==> src/rtl/prog_loader_pkg.sv <==
// Shared loader types: FSM states, error codes, frame magic and the decoder's op-field position.
// Build option PROG_LOADER_CHECKSUM_EN enables the trailing checksum byte.
package pkg_loader;

  typedef enum logic [2:0] {
    MAGIC0, MAGIC1, LEN0, LEN1, DATA, CHK, DONE, ERR
  } state_t;

  localparam logic [1:0] ERR_NONE  = 2'b00;
  localparam logic [1:0] ERR_MAGIC = 2'b01;
  localparam logic [1:0] ERR_LEN   = 2'b10;
  localparam logic [1:0] ERR_CHK   = 2'b11;

  localparam logic [7:0] MAGIC0_BYTE = 8'hA5;
  localparam logic [7:0] MAGIC1_BYTE = 8'h5A;

  // Operation field as the control unit decodes it.
  localparam int         OP_MSB          = 27;
  localparam int         OP_LSB          = 26;
  localparam logic [1:0] OP_FIELD_UNUSED = 2'b11;

  function automatic logic op_unused(input logic [31:0] w);
    return w[OP_MSB:OP_LSB] == OP_FIELD_UNUSED;
  endfunction

endpackage

==> src/rtl/prog_loader_word_assembler.sv <==
// Packs four stream bytes, LSB first, into a 32-bit word; word_ready is a combinational strobe
// on the fourth byte, with the full word on 'word' in that same cycle. Never backpressures.
module word_assembler (
  input  logic        clk,
  input  logic        rst,
  input  logic        byte_en,
  input  logic [7:0]  byte_dat,
  output logic [31:0] word,
  output logic        word_ready
);

  logic [1:0]  idx;
  logic [23:0] lower;

  // The fourth byte is not stored; it completes the word on the fly.
  assign word       = {byte_dat, lower};
  assign word_ready = byte_en && (idx == 2'd3);

  always_ff @(posedge clk) begin
    if (rst) begin
      idx   <= 2'd0;
      lower <= 24'd0;
    end else if (byte_en) begin
      idx   <= idx + 2'd1;
      lower <= {byte_dat, lower[23:8]};
    end
  end

endmodule

==> src/rtl/prog_loader.sv <==
// Boot loader: parses the framed byte stream into imem writes (one cycle after each 4th byte) and
// releases cpu_hold on success; 1 byte/cycle, s_ready drops only in DONE/ERR. Option: PROG_LOADER_CHECKSUM_EN.
module prog_loader
  import pkg_loader::*;
#(
  parameter int ADDR_W    = 10,
  parameter int MAX_WORDS = 1024
) (
  input  logic              clk,
  input  logic              rst,
  input  logic [7:0]        s_data,
  input  logic              s_valid,
  output logic              s_ready,
  output logic [ADDR_W-1:0] imem_addr,
  output logic [31:0]       imem_wdata,
  output logic              imem_we,
  output logic              cpu_hold,
  output logic              done,
  output logic              error,
  output logic [1:0]        err_code,
  output logic              op_warn,
  output logic [ADDR_W:0]   word_count
);

  localparam logic [ADDR_W:0] WC_ONE = 1;

  state_t      state, state_n;
  logic [1:0]  err_n;
  logic [7:0]  len_lo;
  logic [15:0] len;
  logic [15:0] len_in;
  logic        bad_len;
  logic        last_word;
  logic        acc;
  logic        byte_en;
  logic [31:0] asm_word;
  logic        asm_rdy;

`ifdef PROG_LOADER_CHECKSUM_EN
  logic [7:0]  csum;
`endif

  assign acc     = s_valid && s_ready;
  assign byte_en = acc && (state == DATA);
  assign len_in  = {s_data, len_lo};
  assign bad_len = (len_in == 16'd0) || (32'(len_in) > 32'(MAX_WORDS));

  // word_count lags the write by a cycle but is current again long before the next 4th byte.
  assign last_word = (17'(word_count) + 17'd1) == {1'b0, len};

  assign s_ready  = (state != DONE) && (state != ERR);
  // Holding done off while the final write is in flight keeps the core stalled until it lands.
  assign done     = (state == DONE) && !imem_we;
  assign cpu_hold = !done;
  assign error    = (state == ERR);

  word_assembler u_asm (
    .clk        (clk),
    .rst        (rst),
    .byte_en    (byte_en),
    .byte_dat   (s_data),
    .word       (asm_word),
    .word_ready (asm_rdy)
  );

  always_ff @(posedge clk) begin
    if (rst) begin
      state    <= MAGIC0;
      err_code <= ERR_NONE;
    end else begin
      state    <= state_n;
      err_code <= err_n;
    end
  end

  always_comb begin
    state_n = state;
    err_n   = err_code;
    case (state)
      MAGIC0: if (acc && s_data == MAGIC0_BYTE) state_n = MAGIC1;
      MAGIC1: begin
        if (acc) begin
          if (s_data == MAGIC1_BYTE) begin
            state_n = LEN0;
          end else begin
            state_n = ERR;
            err_n   = ERR_MAGIC;
          end
        end
      end
      LEN0: if (acc) state_n = LEN1;
      LEN1: begin
        if (acc) begin
          if (bad_len) begin
            state_n = ERR;
            err_n   = ERR_LEN;
          end else begin
            state_n = DATA;
          end
        end
      end
      DATA: begin
        if (asm_rdy && last_word) begin
`ifdef PROG_LOADER_CHECKSUM_EN
          state_n = CHK;
`else
          state_n = DONE;
`endif
        end
      end
`ifdef PROG_LOADER_CHECKSUM_EN
      CHK: begin
        if (acc) begin
          if (s_data == csum) begin
            state_n = DONE;
          end else begin
            state_n = ERR;
            err_n   = ERR_CHK;
          end
        end
      end
`endif
      default: state_n = state;
    endcase
  end

  always_ff @(posedge clk) begin
    if (rst) begin
      len_lo     <= 8'd0;
      len        <= 16'd0;
      imem_we    <= 1'b0;
      imem_addr  <= '0;
      imem_wdata <= 32'd0;
      op_warn    <= 1'b0;
      word_count <= '0;
    end else begin
      if (acc && state == LEN0) len_lo <= s_data;
      if (acc && state == LEN1) len    <= len_in;
      imem_we <= asm_rdy;
      if (asm_rdy) begin
        imem_wdata <= asm_word;
        imem_addr  <= word_count[ADDR_W-1:0];
        if (op_unused(asm_word)) op_warn <= 1'b1;
      end
      if (imem_we) word_count <= word_count + WC_ONE;
    end
  end

`ifdef PROG_LOADER_CHECKSUM_EN
  always_ff @(posedge clk) begin
    if (rst)          csum <= 8'd0;
    else if (byte_en) csum <= csum ^ s_data;
  end
`endif

endmodule

==> config.mk <==
export PLATFORM = sky130hd
export DESIGN_NAME = prog_loader
export DESIGN_NICKNAME = d
export VERILOG_FILES = /design/src/rtl/prog_loader_pkg.sv /design/src/rtl/prog_loader_word_assembler.sv /design/src/rtl/prog_loader.sv
export SDC_FILE = /design/constraint.sdc
export NUM_CORES = 1
export LEC_CHECK = 0
export ABC_AREA = 1
export BUFFER_PORTS_ARGS = -buffer_cell sky130_fd_sc_hd__buf_2
export CAP_MARGIN = 20
export CELL_PAD_IN_SITES_DETAIL_PLACEMENT = 1
export CELL_PAD_IN_SITES_GLOBAL_PLACEMENT = 1
export CORE_UTILIZATION = 36
export CTS_CLUSTER_DIAMETER = 200
export CTS_CLUSTER_SIZE = 14
export DETAILED_ROUTE_END_ITERATION = 16
export PLACE_DENSITY_LB_ADDON = 0.1
export SLEW_MARGIN = 0
export SYNTH_ARGS = -nofsm -noshare
export SYNTH_HDL_FRONTEND = slang
export SYNTH_SLANG_ARGS = --single-unit
export TNS_END_PERCENT = 10
==> constraint.sdc <==
create_clock -name clk -period 1.4 [get_ports clk]
set_input_delay 0.07 -clock clk [delete_from_list [all_inputs] [get_ports clk]]
set_output_delay 0.07 -clock clk [all_outputs]
set_load 0.03 [all_outputs]
==> After elaboration in Yosys (flattened, before gate mapping) <==
Cells that the tools add are included.
{ "word_totals": {"register_bits": 110, "in_bits": 11, "out_inout_bits": 61, "wordCells": 67} }
{ "classes": {"add_sub_neg": 3, "order_cmp": 1, "n_eq_ne": 20, "muxes": 13, "n_reduce_logical": 19} }
{ "ops": {"columns": ["cell", "n"], "rows": [
  ["$mux W3", 6],
  ["$eq A12 B16 Y1", 1],
  ["$gt A16 B11 Y1 const B", 1],
  ["$logic_not A16 Y1", 1],
  ["$pmux W3 S5", 1],
  ["$add A11 B1 Y12 const B", 1],
  ["$ne A2 B2 Y1 const B", 6],
  ["$add A11 B1 Y11 const B", 1],
  ["$mux W2", 5],
  ["$eq A3 B3 Y1 const B", 3],
  ["$logic_and A1 B1 Y1", 9],
  ["$eq A8 B7 Y1 const B", 1],
  ["$eq A8 B8 Y1 const B", 1],
  ["$eq A3 B2 Y1 const B", 2],
  ["$ne A3 B3 Y1 const B", 2],
  ["$reduce_and A6 Y1", 1],
  ["$reduce_and A5 Y1", 1],
  ["$reduce_bool A5 Y1", 1],
  ["$eq A2 B2 Y1 const B", 2],
  ["$pmux W2 S2", 1],
  ["$eq A3 B1 Y1 const B", 1],
  ["$logic_not A3 Y1", 1],
  ["$add A2 B1 Y2 const B", 1],
  ["$logic_not A1 Y1", 2],
  ["4 further kinds", 4]
]} }

==> Depth between registers and ports, before layout <==
Gate-level depths: netlist of the first run.
{ "depth": {"ltp_word": 8, "mapped_depth": 13, "depth_no_buf": 13} }

==> By module <==
A second synthesis of the first run with hierarchy kept.
{ "hier_totals": {"cells_unflattened": 692, "area_unflattened_um2": 4809.6} }
{ "by_module_without_submodules": {"columns": ["mod", "instances", "cells_per_inst", "area_per_inst_um2", "seq_area_each_um2"], "rows": [
  ["prog_loader", 1, 517, 3623.5, 1681.6],
  ["word_assembler", 1, 175, 1186.1, 520.5]
]} }

==> Worst setup path before layout of the first run <==
OpenSTA, ideal clock, no wires.
{ "synth_path": {"kind": "reg2reg", "startpoint": "register word_count[1]", "endpoint": "register state[0]", "setup_ns": 0.115, "t_arrival_ns": 1.745, "required_time_ns": 1.285, "slack_ns": -0.460, "stages_incl_launch_ff": 13, "period_less_slack_ns": 1.860, "path_cell_list": "dfxtp_1 -> ha_1 -> nand2_2 -> nor2_4 -> nand2_1 -> nand2_1 -> nand2_1 -> nand2_1 -> nand2_1 -> nor2_1 -> nand3_2 -> a21oi_1 -> nor2_1"} }
{ "synth_via": {"elab_chain_len": 5} }
{ "synth_rtl": {"columns": ["element", "line_no", "source"], "rows": [
  ["start: declaration", "prog_loader.sv:22", "output logic [ADDR_W:0] word_count"],
  ["start signal: assignment", "prog_loader.sv:145", "if (imem_we) word_count <= word_count + WC_ONE;"],
  ["$add A11 B1 Y12", "prog_loader.sv:49", "assign last_word = (17'(word_count) + 17'd1) == {1'b0, len};"],
  ["$eq A12 B16 Y1", "prog_loader.sv:49", null],
  ["$logic_and A1 B1 Y1", "prog_loader.sv:103", "if (asm_rdy && last_word) begin"],
  ["$ne A2 B1 Y1 (no source line)", null, null],
  ["$reduce_and A6 Y1 (no source line)", null, null],
  ["end signal: assignment", "prog_loader.sv:71", "state <= state_n;"],
  ["end: declaration", "prog_loader.sv:27", "state_t state, state_n;"]
]} }
Every way passes these cells.
A chain may end at the register's enable or synchronous reset.

==> Final worst setup path of the first run <==
{ "layout_path": {"startpoint": "register word_count[0]", "endpoint": "register state[0]"} }
Same word-level chain as after synthesis.

==> results.json, run 1 <==
{
  "seq_power_share_pct": 48.6,
  "setup.worst_path.start": "word_count[0]$_SDFFE_PP0P_",
  "drc_errors": 0,
  "p_per_area_nw_per_um2": 1062,
  "worstSkewPairLatency_ns": 0.36,
  "synth_cell_types": 25,
  "root_buffer": "clkbuf_16",
  "p_clk_share_pct": 42.9,
  "crit_required_ns": 1.66,
  "relSlewSlack_pct": 69.60,
  "core-area_um2": 12110,
  "clk_pin_slew_ns": 0.08,
  "die-area_um2": 13030,
  "p_leak_nw": 2.826,
  "cts.sinks": 110,
  "overflow": 0,
  "finalCritPeriodShare_pct": 121.8,
  "maxCapViolCount": 0,
  "fin_ws_ns": -0.3051,
  "ys_seq_area_share_pct": 48.65,
  "crit_path_end_kind": "flop",
  "holdCritStartpoint": "rst",
  "grt_usage_pct": 23.47,
  "syn_area_um2": 4527,
  "die_h_um": 114.1,
  "max_freq_mhz": 586.5,
  "tns_ns": -2.596,
  "grt_max_degree": 50,
  "syn2layout_area_growth_pct": 38.00,
  "synth_nets": 629,
  "first_global_vias": 4795,
  "final_nets": 761,
  "r2r-start": "word_count[0]$_SDFFE_PP0P_",
  "finalHoldViolCount": 0,
  "via_per_inst": 5.008,
  "setup_viol": 29,
  "antenna_found_initial": 0,
  "wl_per_cell_um": 15.82,
  "place_congestion": 0.7903,
  "place_hpwl_um": 10290,
  "syn_inst": 616,
  "skew_ns": 0.007341,
  "rsz0062_at_grt": "yes",
  "cts_buffers": 9,
  "htreeDepth": 3,
  "die_w_um": 114.1,
  "wirelength_um": 14570,
  "diodes": 0,
  "layout-drive-gt1-share_pct": 31.47,
  "ant_nets": 0,
  "combPwrFrac_pct": 8.6,
  "row_count": 40,
  "final_max_slew_viol_count": 0,
  "violations": "setup timing",
  "startpoint_type": "flop",
  "crit_type": "flop to flop",
  "worst_r2r_endpoint": "state[0]$_SDFFE_PP0P_",
  "first_pass_iters": 4,
  "layout_common_cells": "99 x dfxtp_1, 83 x nand2_1, 70 x buf_2",
  "rrSetupSlack_ns": -0.31,
  "cts_tree": "done",
  "grt_pass1_wl_um": 23490,
  "tightest_slew_ns": 0.4555,
  "cp.arrival_ns": 1.96,
  "syn_area_per_cell_um2": 7.349,
  "hold_class": "input port to flop",
  "yosysTopAreaCell": "dfxtp_1",
  "worst_r2r_path_depth": 12,
  "ys_top_cells_by_area": "dfxtp_1 49%, o21ai_0 8.6%, nand2_1 7.8%",
  "cts_hold_buf": 0,
  "internal-power_w": 0.004992,
  "synth_top_area_share_pct": 48.65,
  "yosysWarnings": 0,
  "cts.path.max_buffers": 2,
  "power_switching_share_pct": 24.74,
  "final_common_cell": "dfxtp_1",
  "status": "complete, but fails checks",
  "dr_total_vias": 4612,
  "io_pins": 72,
  "crit_end": "state[0]$_SDFFE_PP0P_",
  "power.total_w": 0.006633,
  "io_buffer_count": 71,
  "start_util_pct": 37.38,
  "switching_power_w": 0.001641,
  "ir_drop_mv": 0.6103,
  "ys_ff_latch": 110,
  "min_period_ns": 1.705,
  "critPathMaxFanout": 4,
  "drt_iter0_drc": 79,
  "fillers": 1532
}
==> cell usage after synthesis <==
| master | count |
|---|---|
| ha_1 | 2 |
| clkinv_1 | 1 |
| clkbuf_1 | 24 |
| nor2_2 | 2 |
| dfxtp_1 | 110 |
| nor2_1 | 62 |
| nor3_1 | 4 |
| a31oi_1 | 1 |
| inv_2 | 4 |
| inv_1 | 66 |
| nand2_4 | 1 |
| o21ai_1 | 12 |
| nor2_8 | 1 |
| o21ai_0 | 78 |
| nand3_1 | 61 |
| o211ai_1 | 2 |
| nand4_1 | 7 |
| nand2_1 | 94 |
| nor2_4 | 4 |
| buf_2 | 4 |
| a21oi_1 | 68 |
| buf_4 | 2 |
| nand2_2 | 2 |
| o211a_1 | 1 |
| nand3_2 | 3 |
==> worst max-delay path, cell delays in order, from the launching register on <==
cell	delay, ns
dfxtp_4	0.37
ha_4	0.26
inv_2	0.03
nand2_1	0.04
nand2_1	0.05
nor2_1	0.10
nand2_1	0.07
nor2_2	0.10
nand4_1	0.11
nor2_2	0.15
nand3_2	0.14
a21oi_2	0.14
nor2_1	0.05
==> area by class of cell <==
class                      instances  area, um2  area share, %
timing repair buffer             151       1086          17.38
clock inverter                     6      92.59          1.482
multi-input combinational        405       2115          33.85
tap                              168      210.2          3.365
sequential                       110       2221          35.55
inverter                          71      294.0          4.707
clock buffer                      10      229.0          3.665
==> logic make-up after synthesis <==
| logic type | synth area share, % |
|---|---|
| buffers and inverters | 8.651 |
| flip-flops | 48.65 |
| adder cells (fa/ha/maj) | 0.5527 |
| AND/OR/NAND/NOR | 23.99 |
| AO/OA/AOI/OAI | 18.16 |
==> power by group through the flow <==
stage,logic [W],registers (W),clock network [W]
global placement,0.000454,0.00328,0
CTS,0.000500,0.00322,0.00289
floorplan,0.000242,0.00329,0
detailed placement,0.000475,0.00329,0
global route,0.000620,0.00323,0.00300
finish,0.000569,0.00322,0.00284
==> registers in the layout, indices dropped and copies added (netlist names), 2 cells and up <==
name	count
len_lo	8
len	16
imem_wdata	32
u_asm.lower	24
word_count	11
imem_addr	10
u_asm.idx	2
state	3
err_code	2
==> stage by stage <==
step	utilization, %	setup slack (ns)	hold slack (ns)	instances	cell area [um2]
after floorplan	-	-0.1563	0.1536	616	4562
after global placement	45.85	-0.3727	0.3732	895	5553
after detailed placement	45.85	-0.3908	0.3902	895	5553
after CTS	50.00	-0.2941	0.009772	918	6056
after global routing	51.58	-0.4115	0.03718	921	6247
final	51.58	-0.3051	0.01993	921	6247
==> worst min path at each step <==
stage | to | slack [ns] | depth (start not counted)
finish | op_warn$_SDFFE_PP0P_ | 0.02 | 2
global route | u_asm.lower[18]$_SDFFE_PP0P_ | 0.04 | 2
CTS | op_warn$_SDFFE_PP0P_ | 0.01 | 3
detailed placement | op_warn$_SDFFE_PP0P_ | 0.39 | 3
global placement | op_warn$_SDFFE_PP0P_ | 0.37 | 3
floorplan | imem_we$_SDFF_PP0_ | 0.15 | 1
==> what timing repair did <==
| item | in CTS | in global routing |
|---|---|---|
| gates cloned | 2 | 1 |
| setup buffers | 5 | 3 |
| endpoints found under the setup margin | 87 | 105 |
| resized for setup | 32 | 77 |
| pin swaps | 7 | 12 |
==> routing by layer <==
metal | up-vias | GRT usage, % | routed length [um]
met5 | - | 0 | 0
li1 | 2290 | - | -
met3 | 15 | 2.647 | 277
met4 | 0 | 10.04 | 275
met2 | 54 | 43.39 | 7740
met1 | 2253 | 27.31 | 6277
Note: power is estimated with default switching activity, not from simulation.
==> inputs of run 2 (changes only) <==
Settings changed: CORE_UTILIZATION 36 to 40.
Clock period 1.4 ns to 1.8 ns, I/O delays scaled along.
==> results.json, run 2 (synthesis gave the netlist of run 1 again) <==
{
  "status": "complete, no violations",
  "cts_tree": "done",
  "p_per_area_nw_per_um2": 889.2,
  "relSlewSlack_pct": 69.05,
  "grt_max_degree": 60,
  "maxCapViolCount": 0,
  "cpMaxStageDelayCell": "dfxtp_4",
  "layout-drive-gt1-share_pct": 18.95,
  "min_period_ns": 1.746,
  "first_global_vias": 4408,
  "io_pins": 72,
  "post-route-util_pct": 49.37,
  "crit_path_max_incr_delay_ns": 0.37,
  "worstSkewPairLatency_ns": 0.35,
  "overflow": 0,
  "worst_r2r_path_depth": 12,
  "pre_cts_slack_ns": -0.05154,
  "cts.path.max_buffers": 2,
  "largest_reg_flops": 32,
  "core-area_um2": 10940,
  "skew_ns": 0.006957,
  "final_common_cell": "dfxtp_1",
  "wl_per_cell_um": 16.03,
  "via_per_inst": 5.196,
  "diodes": 0,
  "dr_total_vias": 4292,
  "p_leak_nw": 2.416,
  "cts_buffers": 9,
  "row_count": 38,
  "holdCritStartpoint": "s_data[3]",
  "cp.arrival_ns": 2.00,
  "ant_nets": 0,
  "finalHoldViolCount": 0,
  "hold_class": "input port to flop",
  "worst_r2r_endpoint": "state[0]$_SDFFE_PP0P_",
  "die_h_um": 108.4,
  "ir_drop_mv": 0.5961,
  "start_util_pct": 41.40,
  "tightest_slew_ns": 0.4638,
  "clk_pin_slew_ns": 0.07,
  "grt_pass1_wl_um": 21430,
  "wirelength_um": 13240,
  "largest-register": "imem_wdata",
  "die_w_um": 108.4,
  "crit_required_ns": 2.05,
  "die-area_um2": 11750,
  "antenna_found_initial": 0,
  "drt_iter0_drc": 132,
  "drc_errors": 0,
  "setup_viol": 0,
  "place_congestion": 0.7828,
  "critPathMaxFanout": 5,
  "finalCritPeriodShare_pct": 97.00,
  "max_freq_mhz": 572.7,
  "final_max_slew_viol_count": 0,
  "hold_end": "op_warn$_SDFFE_PP0P_",
  "crit_family": "simple AND/OR/NAND/NOR gates",
  "htreeDepth": 3,
  "top_regs": "imem_wdata x32, u_asm.lower x24, len x16",
  "whs_path_depth": 3,
  "cts_hold_buf": 0,
  "place_hpwl_um": 9395,
  "syn2layout_area_growth_pct": 19.26,
  "r2r-start": "word_count[0]$_SDFFE_PP0P_",
  "grt_usage_pct": 23.98,
  "rsz0062_at_grt": "yes",
  "final_nets": 696,
  "io_buffer_count": 71,
  "layout_common_cells": "106 x dfxtp_1, 94 x nand2_1, 77 x o21ai_0",
  "startpoint_type": "flop",
  "rrSetupSlack_ns": 0.05,
  "crit_type": "flop to flop",
  "fin_ws_ns": 0.05394,
  "crit_chain": "ha_4 -> inv_2 -> nand2_1 -> nand2_1 -> nor2_1 -> nand2_1 -> nor2_1 -> nand4_1 -> nor2_2 -> nand3_2 -> a21oi_2 -> nor2_1",
  "crit_buf_inv": 1,
  "cts.sinks": 110,
  "root_buffer": "clkbuf_16",
  "crit_path_end_kind": "flop",
  "first_pass_iters": 4
}
[run 2: worst min-delay path: stages]
cell and delay, ns:
buf_2 0.11, a31oi_1 0.08, nor2_1 0.08
[run 2: per-stage QoR]
stage	instance area [um2]	hold slack [ns]	TNS (ns)	cells	total power, W
CTS	5341	0.04112	0	824	0.004860
floorplan	4529	0.1736	-0.03020	616	0.002746
finish	5399	0.04718	0	826	0.004800
global placement	5045	0.3857	-0.01111	810	0.002852
detailed placement	5045	0.4121	-0.06010	810	0.002866
global route	5399	0.04170	-0.3101	826	0.005003
[run 2: layer usage]
layer	up-vias	global-route usage (%)	routed length [um]
met5	-	0	0
met4	0	9.073	285
met3	19	5.063	410
met2	63	42.99	6710
met1	2059	27.88	5838
li1	2151	-	-
[run 2: worst max-delay path by stage]
stage | startpoint | to | slack, ns | cells after the start
after floorplan | imem_we$_SDFF_PP0_ | cpu_hold | -0.03 | 3
after global placement | word_count[0]$_SDFFE_PP0P_ | state[0]$_SDFFE_PP0P_ | -0.01 | 11
after detailed placement | word_count[1]$_SDFFE_PP0P_ | state[0]$_SDFFE_PP0P_ | -0.05 | 12
after CTS | word_count[1]$_SDFFE_PP0P_ | state[0]$_SDFFE_PP0P_ | 0.004 | 12
after global routing | word_count[0]$_SDFFE_PP0P_ | state[0]$_SDFFE_PP0P_ | -0.14 | 12
final | word_count[0]$_SDFFE_PP0P_ | state[0]$_SDFFE_PP0P_ | 0.05 | 12
[run 2: what timing repair did]
item | CTS | global route
gates cloned | 0 | 1
pin swaps | 1 | 7
buffers inserted | 0 | 1
setup endpoints to repair | 2 | 15
gates resized for setup | 3 | 16
[run 2: power breakdown]
part,switching [W],internal [W]
combinational,0.000217,0.0000901
clock,0.000883,0.00111
sequential,0.0000302,0.00247
total,0.00113,0.00367
[run 2: layout make-up]
| class | count | area (um2) |
|---|---|---|
| fill | 1428 | 5537 |
| sequential | 110 | 2212 |
| multi-input combinational | 405 | 1974 |
| timing repair buffer | 85 | 473.0 |
| inverter | 71 | 270.3 |
| clock buffer | 11 | 242.7 |
| tap | 140 | 175.2 |
| clock inverter | 3 | 43.79 |
| timing repair inverter | 1 | 7.507 |
==> inputs of run 3 (changes only) <==
Settings changed: ABC_AREA 1 to unset, CORE_UTILIZATION 40 to 39, SYNTH_HIERARCHICAL set to 1.
Clock period 1.8 ns to 1.5 ns, I/O delays scaled along.
==> results.json, run 3 <==
{
  "start_util_pct": 40.05,
  "yosysMostFrequentCell": "dfxtp_1",
  "layout-drive-gt1-share_pct": 28.88,
  "core-area_um2": 11470,
  "finalCritPeriodShare_pct": 134.2,
  "cp.arrival_ns": 2.31,
  "p_clk_share_pct": 44.2,
  "final_nets": 608,
  "ys_top_cells_by_area": "dfxtp_1 48%, mux2i_1 17%, nor2_1 8.1%",
  "layout_common_cells": "108 x dfxtp_1, 97 x nor2_1, 76 x mux2i_1",
  "synth_nets": 504,
  "synth_top_flop_cell": "dfxtp_1",
  "root_buffer": "clkbuf_16",
  "switching_power_w": 0.001189,
  "seq_power_share_pct": 53.6,
  "post-route-util_pct": 50.86,
  "ant_nets": 0,
  "globalRouteMet1Util_pct": 26.44,
  "row_count": 39,
  "place_congestion": 0.8613,
  "via_per_inst": 5.038,
  "synth_cell_types": 47,
  "drt_iter0_drc": 140,
  "maxCapViolCount": 0,
  "use_met3_pct": 3.183,
  "die_w_um": 110.5,
  "min_period_ns": 2.013,
  "drc_errors": 0,
  "grt.busiest_layer": "met2",
  "p_leak_nw": 2.269,
  "die-area_um2": 12220,
  "ys_ff_latch": 110,
  "final_common_cell": "dfxtp_1",
  "syn2layout_area_growth_pct": 26.97,
  "syn_area_um2": 4593,
  "worstSkewPairLatency_ns": 0.36,
  "hold_class": "input port to flop",
  "die_h_um": 110.5,
  "grt_max_degree": 38,
  "holdWs_ns": 0.03966,
  "synth_top_area_share_pct": 47.94,
  "met2_usage_pct": 34.12,
  "yosysTopAreaCell": "dfxtp_1",
  "top_regs": "imem_wdata x32, u_asm/lower x24, len x16",
  "cts.path.max_buffers": 2,
  "clk_pin_slew_ns": 0.07,
  "violations": "setup timing",
  "yosysWarnings": 6,
  "p_per_area_nw_per_um2": 933.0,
  "tightest_slew_ns": 0.5832,
  "cts_tree": "done",
  "ir_drop_mv": 0.7491,
  "io_buffer_count": 71,
  "diodes": 0,
  "status": "complete, but fails checks",
  "place_hpwl_um": 8243,
  "postSynth.asyncResetShare_pct": 0,
  "syn_area_per_cell_um2": 9.355,
  "crit_type": "flop to flop",
  "antenna_found_initial": 0,
  "skew_ns": 0.01212,
  "crit_required_ns": 1.80,
  "relSlewSlack_pct": 61.06,
  "power_switching_share_pct": 21.86,
  "rsz0062_at_grt": "yes",
  "startpoint_type": "flop",
  "grt_usage_pct": 20.71,
  "overflow": 0,
  "wirelength_um": 11970,
  "final_max_slew_viol_count": 0,
  "first_global_vias": 3913,
  "cts.sinks": 110,
  "io_pins": 72,
  "yosys-top-cells-count": "110 x dfxtp_1, 99 x nor2_1, 76 x mux2i_1",
  "synth_edf_count": 0,
  "wl_per_cell_um": 16.13,
  "htreeDepth": 3,
  "grt_pass1_wl_um": 20050,
  "largest-register": "imem_wdata",
  "dr_total_vias": 3738,
  "fin_ws_ns": -0.5131,
  "ys_seq_area_share_pct": 47.94,
  "syn_inst": 491,
  "max_freq_mhz": 496.7,
  "finalHoldViolCount": 0,
  "internal-power_w": 0.004252,
  "crit_path_end_kind": "flop",
  "first_pass_iters": 4,
  "critPathMaxFanout": 4,
  "setup_viol": 34,
  "cts_buffers": 9,
  "combPwrFrac_pct": 2.2,
  "largest_reg_flops": 32
}
==> run 3: cell count changes in the layout (fill, tap and decap cells not counted), sizes merged, moves of 49 or more <==
cell	before	now
inv	70	5
mux2i	0	76
o21ai	90	3
buf	85	134
nand2	97	42
nand3	64	11
==> run 3: path summary, 6_finish.rpt <==
kind                                                  from                     to  slack [ns]  cells after the start
worst max-delay path            word_count[1]$_SDFFE_PP0P_  state[1]$_SDFFE_PP0P_       -0.51                      7
worst min-delay path                             s_data[7]   len[15]$_SDFFE_PP0P_        0.04                      3
worst max register to register  word_count[1]$_SDFFE_PP0P_  state[1]$_SDFFE_PP0P_       -0.51                      7
worst min register to register         len[1]$_SDFFE_PP0P_    len[1]$_SDFFE_PP0P_        0.47                      2
==> run 3: repair_timing <==
item | in CTS | in global routing
endpoints found under the setup margin | 64 | 88
resized for setup | 19 | 6
cloned | 2 | 0
pin swaps | 7 | 0
setup buffers | 1 | 0
hold buffers | 0 | 0
==> run 3: power by group through the flow <==
| stage | Clock, W | Combinational, W | Sequential [W] |
|---|---|---|---|
| floorplan | 0 | 0.0000722 | 0.00299 |
| detailed placement | 0 | 0.000122 | 0.00299 |
| finish | 0.00240 | 0.000121 | 0.00292 |
| global placement | 0 | 0.000121 | 0.00299 |
| global route | 0.00259 | 0.000134 | 0.00292 |
| CTS | 0.00247 | 0.000123 | 0.00292 |
==> run 3: routing by layer <==
| metal | up-vias | wire length (um) |
|---|---|---|
| met5 | - | 0 |
| met4 | 0 | 325 |
| met3 | 20 | 295 |
| met2 | 66 | 5711 |
| met1 | 1795 | 5639 |
| li1 | 1857 | - |
==> run 3: metrics by stage <==
step	power, W	cells	cell area [um2]	worst slack, ns	setup TNS (ns)
CTS	0.005505	742	5803	-0.5077	-2.529
global placement	0.003106	724	5365	-0.6114	-7.159
detailed placement	0.003108	724	5365	-0.6681	-9.016
floorplan	0.003058	491	4639	-0.7078	-22.96
global route	0.005644	742	5832	-0.6017	-6.807
finish	0.005441	742	5832	-0.5131	-2.306
==> run 3: kinds of logic after synthesis <==
| group | Yosys count | share of synthesized area [%] |
|---|---|---|
| AOI/OAI and AO/OA | 39 | 5.257 |
| xor gates and xnor gates | 26 | 4.958 |
| adders and majority gates | 2 | 0.5447 |
| buffers and inverters | 45 | 5.802 |
| DFF | 110 | 47.94 |
| muxes | 77 | 16.81 |
| and+or+nand+nor | 192 | 18.69 |
==> run 3: cell type report <==
cell class,count,area [um2]
well taps,143,178.9
clock inverters,4,56.30
inverters,3,11.26
repair buffers,135,928.4
multi-input cells,336,2217
clock buffers,11,232.7
fillers,1332,5635
flip-flops and latches,110,2207
==> run 3: worst max-delay path, stage by stage (launching register included) <==
cell	delay [ns]
dfxtp_2	0.35
ha_4	0.15
nand3_2	0.10
or4b_1	0.52
o211ai_1	0.10
a21oi_1	0.06
or4_1	0.54
a21oi_2	0.14
